<file path="config.mk">
export PLATFORM = sky130hd
export DESIGN_NAME = traffic_light_ped_ctrl
export DESIGN_NICKNAME = d
export VERILOG_FILES = /design/src/rtl/traffic_light_ped_ctrl_pkg.sv /design/src/rtl/traffic_light_ped_ctrl_tick_gen.sv /design/src/rtl/traffic_light_ped_ctrl.sv
export SDC_FILE = /design/constraint.sdc
export NUM_CORES = 1
export LEC_CHECK = 0
export CORE_MARGIN = 4
export CORE_UTILIZATION = 53
export DETAILED_ROUTE_END_ITERATION = 10
export PLACE_DENSITY = 0.85
export RECOVER_POWER = 100
export SETUP_SLACK_MARGIN = 0.2
export SLEW_MARGIN = 15
export SYNTH_ARGS = -nofsm -noshare
export SYNTH_HDL_FRONTEND = slang
export SYNTH_SLANG_ARGS = --single-unit
</file>
<file path="constraint.sdc">
create_clock -name clk_50MHz -period 1.8 [get_ports clk_50MHz]
set_input_delay 0.36 -clock clk_50MHz [delete_from_list [all_inputs] [get_ports clk_50MHz]]
set_output_delay 0.36 -clock clk_50MHz [all_outputs]
set_load 0.01 [all_outputs]
</file>
<file path="src/rtl/traffic_light_ped_ctrl_pkg.sv">
// Shared light-state encoding for the sequencer and the LED decoder.
// Both sides import this package so the 2-bit code has a single definition.
package traffic_light_ped_ctrl_pkg;

   typedef logic [1:0] light_state_t;

   localparam light_state_t RED     = 2'd0;
   localparam light_state_t YELLOW1 = 2'd1;
   localparam light_state_t GREEN   = 2'd2;
   localparam light_state_t YELLOW2 = 2'd3;

   // The cycle RED -> YELLOW1 -> GREEN -> YELLOW2 -> RED is a plain 2-bit increment.
   function automatic light_state_t next_light(input light_state_t s);
      return light_state_t'(s + 2'd1);
   endfunction

endpackage

</file>
<file path="src/rtl/traffic_light_ped_ctrl_tick_gen.sv">
// Prescaler producing a registered one-cycle tick every TICK_DIV clocks.
// The tick is high in the cycle after the counter reads TICK_DIV-1.
module traffic_light_ped_ctrl_tick_gen #(
   parameter int TICK_DIV = 50000000
) (
   input  logic clk,
   input  logic res,
   output logic tick
);

   localparam int PW = $clog2(TICK_DIV);
   localparam logic [PW-1:0] LAST = PW'(TICK_DIV - 1);

   logic [PW-1:0] cnt;

   // NOTE: sequential state uses non-blocking assignments and an async reset branch.
   always_ff @(posedge clk or posedge res) begin
      if (res) begin
         cnt  <= '0;
         tick <= 1'b0;
      end else begin
         tick <= (cnt == LAST);
         cnt  <= (cnt == LAST) ? '0 : cnt + PW'(1);
      end
   end

endmodule

</file>
<file path="src/rtl/traffic_light_ped_ctrl.sv">
// Timed traffic-light sequencer with a pedestrian request that can cut GREEN
// short once the minimum green time has elapsed.
module traffic_light_ped_ctrl
   import traffic_light_ped_ctrl_pkg::*;
#(
   parameter int TICK_DIV        = 50000000,
   parameter int RED_TICKS       = 5,
   parameter int YELLOW_TICKS    = 2,
   parameter int GREEN_TICKS     = 6,
   parameter int MIN_GREEN_TICKS = 2
) (
   input  logic         clk_50MHz,
   input  logic         res,
   input  logic         ped_btn,
   output light_state_t out_state,
   output logic         out_ped_wait,
   output logic         out_tick
);

   localparam int MAX_DUR = (RED_TICKS > YELLOW_TICKS)
                            ? ((RED_TICKS > GREEN_TICKS) ? RED_TICKS : GREEN_TICKS)
                            : ((YELLOW_TICKS > GREEN_TICKS) ? YELLOW_TICKS : GREEN_TICKS);
   localparam int TW = (MAX_DUR > 1) ? $clog2(MAX_DUR) : 1;

   localparam logic [TW-1:0] RED_LAST    = TW'(RED_TICKS - 1);
   localparam logic [TW-1:0] YELLOW_LAST = TW'(YELLOW_TICKS - 1);
   localparam logic [TW-1:0] GREEN_LAST  = TW'(GREEN_TICKS - 1);
   localparam logic [TW-1:0] MIN_LAST    = TW'(MIN_GREEN_TICKS - 1);

   logic         tick;
   light_state_t state_q, state_n;
   logic [TW-1:0] timer_q, timer_n, dur_last;
   logic         ped_s1, ped_s2, ped_s3;
   logic         ped_edge, pending_q, early_exit, enter_red;

   traffic_light_ped_ctrl_tick_gen #(
      .TICK_DIV(TICK_DIV)
   ) u_tick_gen (
      .clk (clk_50MHz),
      .res (res),
      .tick(tick)
   );

   // Two flops resynchronize the button; the third remembers the last level for edge detect.
   always_ff @(posedge clk_50MHz or posedge res) begin
      if (res) begin
         ped_s1 <= 1'b0;
         ped_s2 <= 1'b0;
         ped_s3 <= 1'b0;
      end else begin
         ped_s1 <= ped_btn;
         ped_s2 <= ped_s1;
         ped_s3 <= ped_s2;
      end
   end

   assign ped_edge = ped_s2 & ~ped_s3;

   // NOTE: every combinational output gets a default first so no latch is inferred.
   always_comb begin
      dur_last   = RED_LAST;
      state_n    = state_q;
      timer_n    = timer_q;
      early_exit = 1'b0;
      case (state_q)
         RED:     dur_last = RED_LAST;
         GREEN:   dur_last = GREEN_LAST;
         default: dur_last = YELLOW_LAST;
      endcase
      early_exit = (state_q == GREEN) && pending_q && (timer_q >= MIN_LAST);
      if (tick) begin
         if ((timer_q == dur_last) || early_exit) begin
            state_n = next_light(state_q);
            timer_n = '0;
         end else begin
            timer_n = timer_q + TW'(1);
         end
      end
   end

   assign enter_red = (state_n == RED) && (state_q != RED);

   always_ff @(posedge clk_50MHz or posedge res) begin
      if (res) begin
         state_q   <= RED;
         timer_q   <= '0;
         pending_q <= 1'b0;
      end else begin
         state_q <= state_n;
         timer_q <= timer_n;
         // Serving the request on RED entry takes priority over a new edge in the same cycle.
         if (enter_red)
            pending_q <= 1'b0;
         else if (ped_edge && (state_q != RED))
            pending_q <= 1'b1;
      end
   end

   assign out_state    = state_q;
   assign out_ped_wait = pending_q;
   assign out_tick     = tick;

endmodule

</file>
# Word-level counts from Yosys, hierarchy flattened
# Cells that the tools add are included.
# word_totals
output_inout_bits	4
reg_bits	36
in_bits	3
# op_classes
reduce_logical	9
bitwise_logic	2
add_sub_neg	3
order_cmp	1
n_eq_ne	3
n_mux	7
# op_table
op	count
$add 26x1->26 const B	1
$eq 26x26->1 const B	1
$mux 26	1
$pmux 3 s2	1
$logic_and 1x1->1	4
$logic_not 2->1	2
$mux 2	2
$reduce_bool 2->1	2
$add 3x1->3 const B	1
$eq 3x3->1	1
$ge 3x1->1 const B	1
$mux 3	1
$add 2x1->2 const B	1
$eq 2x2->1 const B	1
$mux 1	2
$and 1x1->1	1
$logic_or 1x1->1	1
$not 1->1	1

# Depth between registers and ports, before layout
# depth
ltp_word	9
mapped_depth	6
ltp_nobuf	6

# Hierarchy
# Synthesis repeated with hierarchy kept, for this count alone.
# unflattened
cells_unflattened	172
hier_area_um2	1799.2
# by_module_without_submodules
module	cells_per_inst	seq_area_each_um2	area_per_inst_um2	instances
traffic_light_ped_ctrl_tick_gen	128	675.6	1323.8	1
traffic_light_ped_ctrl	44	225.2	475.5	1

# Least setup slack after synthesis
# Ideal clock, no wire load.
# synth_path
kind	reg2reg
startpoint	reg state_q[0], in the netlist out_state[0]
endpoint	reg state_q[1], in the netlist out_state[1]
slack_ns	-0.097
path_buffers	0
period_less_slack_ns	1.897
setup_time_ns	0.125
arrival_time_ns	1.772
path_stages_with_launch	7
cell_sequence	dfrtp_1 -> inv_1 -> ha_1 -> xnor2_1 -> o32ai_1 -> nand2_1 -> mux2_2
# synth_between
elab_chain_cells	6
word_cells_on_any_way	10
# synth_lines
item	line	text
start, declared	traffic_light_ped_ctrl.sv:31	light_state_t state_q, state_n;
start signal, assigned	traffic_light_ped_ctrl.sv:89	state_q <= state_n;
$eq 2x2->1 / $logic_not 2->1 (equally long branches)	traffic_light_ped_ctrl.sv:65, traffic_light_ped_ctrl.sv:70	
$pmux 3 s2 / $logic_and 1x1->1 (equally long branches)	traffic_light_ped_ctrl.sv:65, traffic_light_ped_ctrl.sv:70	
$eq 3x3->1 / $logic_and 1x1->1 (equally long branches)	traffic_light_ped_ctrl.sv:72, traffic_light_ped_ctrl.sv:70	
$logic_or 1x1->1	traffic_light_ped_ctrl.sv:72	if ((timer_q == dur_last) || early_exit) begin
$mux 2 (*)	traffic_light_ped_ctrl.sv:72	
$mux 2 (*)	traffic_light_ped_ctrl.sv:71	if (tick) begin
net state_n[1]	traffic_light_ped_ctrl.sv:31	
# Mark *: on every way through the listed nets, which the timed path passes. The rest lies on a longest branch.
# A chain may end at the register's enable or synchronous reset.

# Final worst setup path
# layout_path
startpoint	reg u_tick_gen.cnt[19]
endpoint	reg u_tick_gen.cnt[1]
# layout_between
elab_chain_cells	2
# layout_lines
item	line	text
start, declared	traffic_light_ped_ctrl_tick_gen.sv:14	logic [PW-1:0] cnt;
start signal, assigned	traffic_light_ped_ctrl_tick_gen.sv:23	cnt <= (cnt == LAST) ? '0 : cnt + PW'(1);
$eq 26x26->1	traffic_light_ped_ctrl_tick_gen.sv:23	
$mux 26	traffic_light_ped_ctrl_tick_gen.sv:23	
# No other way between the ends.

==> out/results.tsv <==
stage	metric	value	unit
final_layout	stdcell_count	276	
global_route	grt_max_degree	26	
final_layout	mostFrequentLayoutCells	buf_4 (38), dfrtp_1 (29), buf_6 (11)	
final_layout	final_nets	239	
synth	synth_xor_area_share	8.87	%
timing	setup_ws	-0.0109	ns
synth	avgSynthCellArea	10.5	um^2
placement	io_buffers	6	
setup_path	cp-start-kind	flop	
cts	cts_inserted_buffers	5	
setup_path	crit_arrival	2.06	ns
routing	routed_wl	6550	um
synth	synth-simple-area-share	24.3	%
timing	slew_violations	0	
cts	path_clk_slew	0.11	ns
setup_path	critical_path.top_delay_family	simple AND/OR/NAND/NOR gates	
timing	period_needed	1.81	ns
placement	dpl.cell_count	230	
run_status	status	finished with violations	
final_layout	final_common_cell	buf_4	
cts	clock-sinks	36	
synth	yosysUniqueCellTypes	37	
timing	post-route-period-util	101	%
routing	drc	0	
global_route	first_global_vias	1664	
cts	cts_tree	built	
power	p_leak	1.12	nW
setup_path	path_class	flop to flop	
synth	synthTopCellsByArea	dfrtp_1 (51%), xnor2_1 (6.4%), ha_1 (3.5%)	
final_layout	drive_gt1_share	52.2	%
synth	synth_top_cell_area_share	50.7	%
synth	synth_seq_cells	36	
die	core_area	0.00313	mm^2
cts	cts_max_level	2	
routing	ant_nets	0	
synth	synth_top_family_by_area	simple AND/OR/NAND/NOR gates	
timing	rsz0062_at_grt	true	
run_status	violations	negative setup slack	
die	fp.dieArea	0.00435	mm^2
synth	synth_area	0.00178	mm^2
synth	yosysTopAreaCell	dfrtp_1	
timing	slew_headroom	57.9	%
final_layout	fillers	123	
global_route	grt_first_pass_wirelength	8220	um
power	totalPowerFinal	0.00142	W
final_layout	num_antenna_cells	0	
global_route	grtUsageTotal	25.3	%
synth	muxShareOfSynthArea	1.20	%
synth	ys_seq_area_share	50.7	%
synth	synthAdderAreaFrac	3.52	%
routing	vias_per_cell	6.78	
die	start_util	56.8	%
final_layout	syn_to_final_growth	52.1	%
timing	setup_viol	2	
timing	worst_pin_slew	0.632	ns
die	die_height	65.9	um
flow_run	cap_viol_max_count	0	
power	p_per_area	524	mW/mm^2
global_route	antenna_found_initial	0	
synth	synth_compound_area_share	8.80	%
routing	vias	1872	
global_route	grt-ovfl-total	0	
cts	clock_path_buffers	2	
setup_path	critPathBufInv	1	
synth	yosysWarningCount	0	
cts	clkLatencyLatePin	0.36	ns
timing	worst_clock_skew	0.0136	ns
setup_path	cpPeakStageDelay	0.49	ns
timing	hold_viol	0	
setup_path	critical_path.endpoint_type	flop	
placement	gp_congestion	0.878	
setup_path	crit_fanout	7	
power	ir_worst_vdd	0.499	mV
die	die_w	65.9	um
routing	firstDrtPassIters	7	
cts	holdBufCountCts	0	
die	num_io_pins	7	
synth	synth_fp_nets	178	
timing	max_freq	552	MHz
setup_path	cpMaxStageDelayCell	dfrtp_1	
setup_path	critical_path_required	2.05	ns
die	num_rows	20	
routing	drt-initial-drc-count	216	
hold_path	hp-class	flop to flop	
routing	wl_per_cell	23.7	um
placement	dp_hpwl	2700	um
setup_path	path_cells	and4_1 -> nand4_1 -> nor4_4 -> buf_6 -> nor2b_1	
synth	synth_cells	170	
cts	root_buffer	clkbuf_4	
cells by family after synthesis:
group | count (synthesis)
flops | 36
buf+inv | 10
mux | 2
fa+ha+maj | 5
compound gates | 25
xor+xnor | 18
simple gates | 74
cell usage after synthesis:
cell,instances
a2111oi_0,1
a21o_1,1
a21oi_1,10
a311oi_1,1
and2_1,2
and3_2,1
and4_1,4
and4_2,1
buf_2,2
buf_6,1
clkbuf_1,1
dfrtp_1,36
ha_1,5
inv_1,6
mux2_2,1
mux2i_1,1
nand2_1,13
nand3_1,10
nand4_1,8
nand4_2,1
nor2_1,12
nor2b_1,1
nor3_1,3
nor4_1,3
nor4_4,1
nor4b_1,1
o21ai_0,4
o22ai_1,1
o31ai_1,5
o32ai_1,1
o41ai_1,1
or2_2,2
or3_1,5
or3b_1,1
or4_1,5
xnor2_1,13
xor2_1,5
cell type report:
cell class / count / area, um^2 / share of cell area (%)
clock inverter: 2 / 35.0 / 1.30
multi-input combinational: 124 / 1160 / 43.0
inverter: 6 / 22.5 / 0.833
tap: 44 / 55.1 / 2.04
timing repair buffer: 58 / 478 / 17.7
sequential: 36 / 910 / 33.6
clock buffer: 6 / 41.3 / 1.53
final timing paths:
path	from	end	slack [ns]	cells after the start
min reg2reg	ped_s1$_DFF_PP0_	ped_s2$_DFF_PP0_	0.38	0
min in group asynchronous	res	ped_s1$_DFF_PP0_	0.63	3
max reg2reg	u_tick_gen.cnt[19]$_DFF_PP0_	u_tick_gen.cnt[1]$_DFF_PP0_	-0.01	5
max	u_tick_gen.cnt[19]$_DFF_PP0_	u_tick_gen.cnt[1]$_DFF_PP0_	-0.01	5
max in group asynchronous	res	out_state[1]$_DFF_PP0_	0.70	3
min	ped_s1$_DFF_PP0_	ped_s2$_DFF_PP0_	0.38	0
layer usage:
metal	global-route usage [%]	wire [um]	up-vias
met2	42.4	3280	164
met4	10.1	300	0
li1	-	-	746
met1	30.9	2370	923
met5	0	0	-
met3	6.46	594	39
power breakdown:
part | total (W) | leakage [nW] | internal (W) | switching, W
Clock | 0.000583 | 0.0422 | 0.000291 | 0.000292
Combinational | 0.0000212 | 0.608 | 0.00000426 | 0.0000169
Sequential | 0.000813 | 0.471 | 0.000812 | 0.00000130
stage by stage:
step                setup slack [ns]  utilization, %  cell area [um^2]  TNS [ns]  hold slack [ns]
floorplan                      0.125               -              1820         0            0.331
global placement              0.0688            64.4              2010         0            0.332
detailed placement           -0.0726            64.4              2010    -0.101            0.343
CTS                            0.164            76.6              2400         0            0.301
global route                 -0.0543            86.4              2700    -0.224            0.390
finish                       -0.0109            86.4              2700   -0.0130            0.375
sequential cells by signal (all words and copies together) (netlist names):
name and cells:
out_ped_wait 1, ped_s2 1, ped_s3 1, u_tick_gen.cnt 26, out_state 2, u_tick_gen.tick 1, timer_q 3, ped_s1 1
timing repair:
| item | 4_1_cts | 5_1_grt |
|---|---|---|
| resized for setup | 32 | 55 |
| buffers inserted | 24 | 13 |
| cloned | 0 | 1 |
| pin swaps | 14 | 26 |
| setup endpoints to repair | 25 | 26 |
No activity file was read; power rests on OpenSTA's default activity.
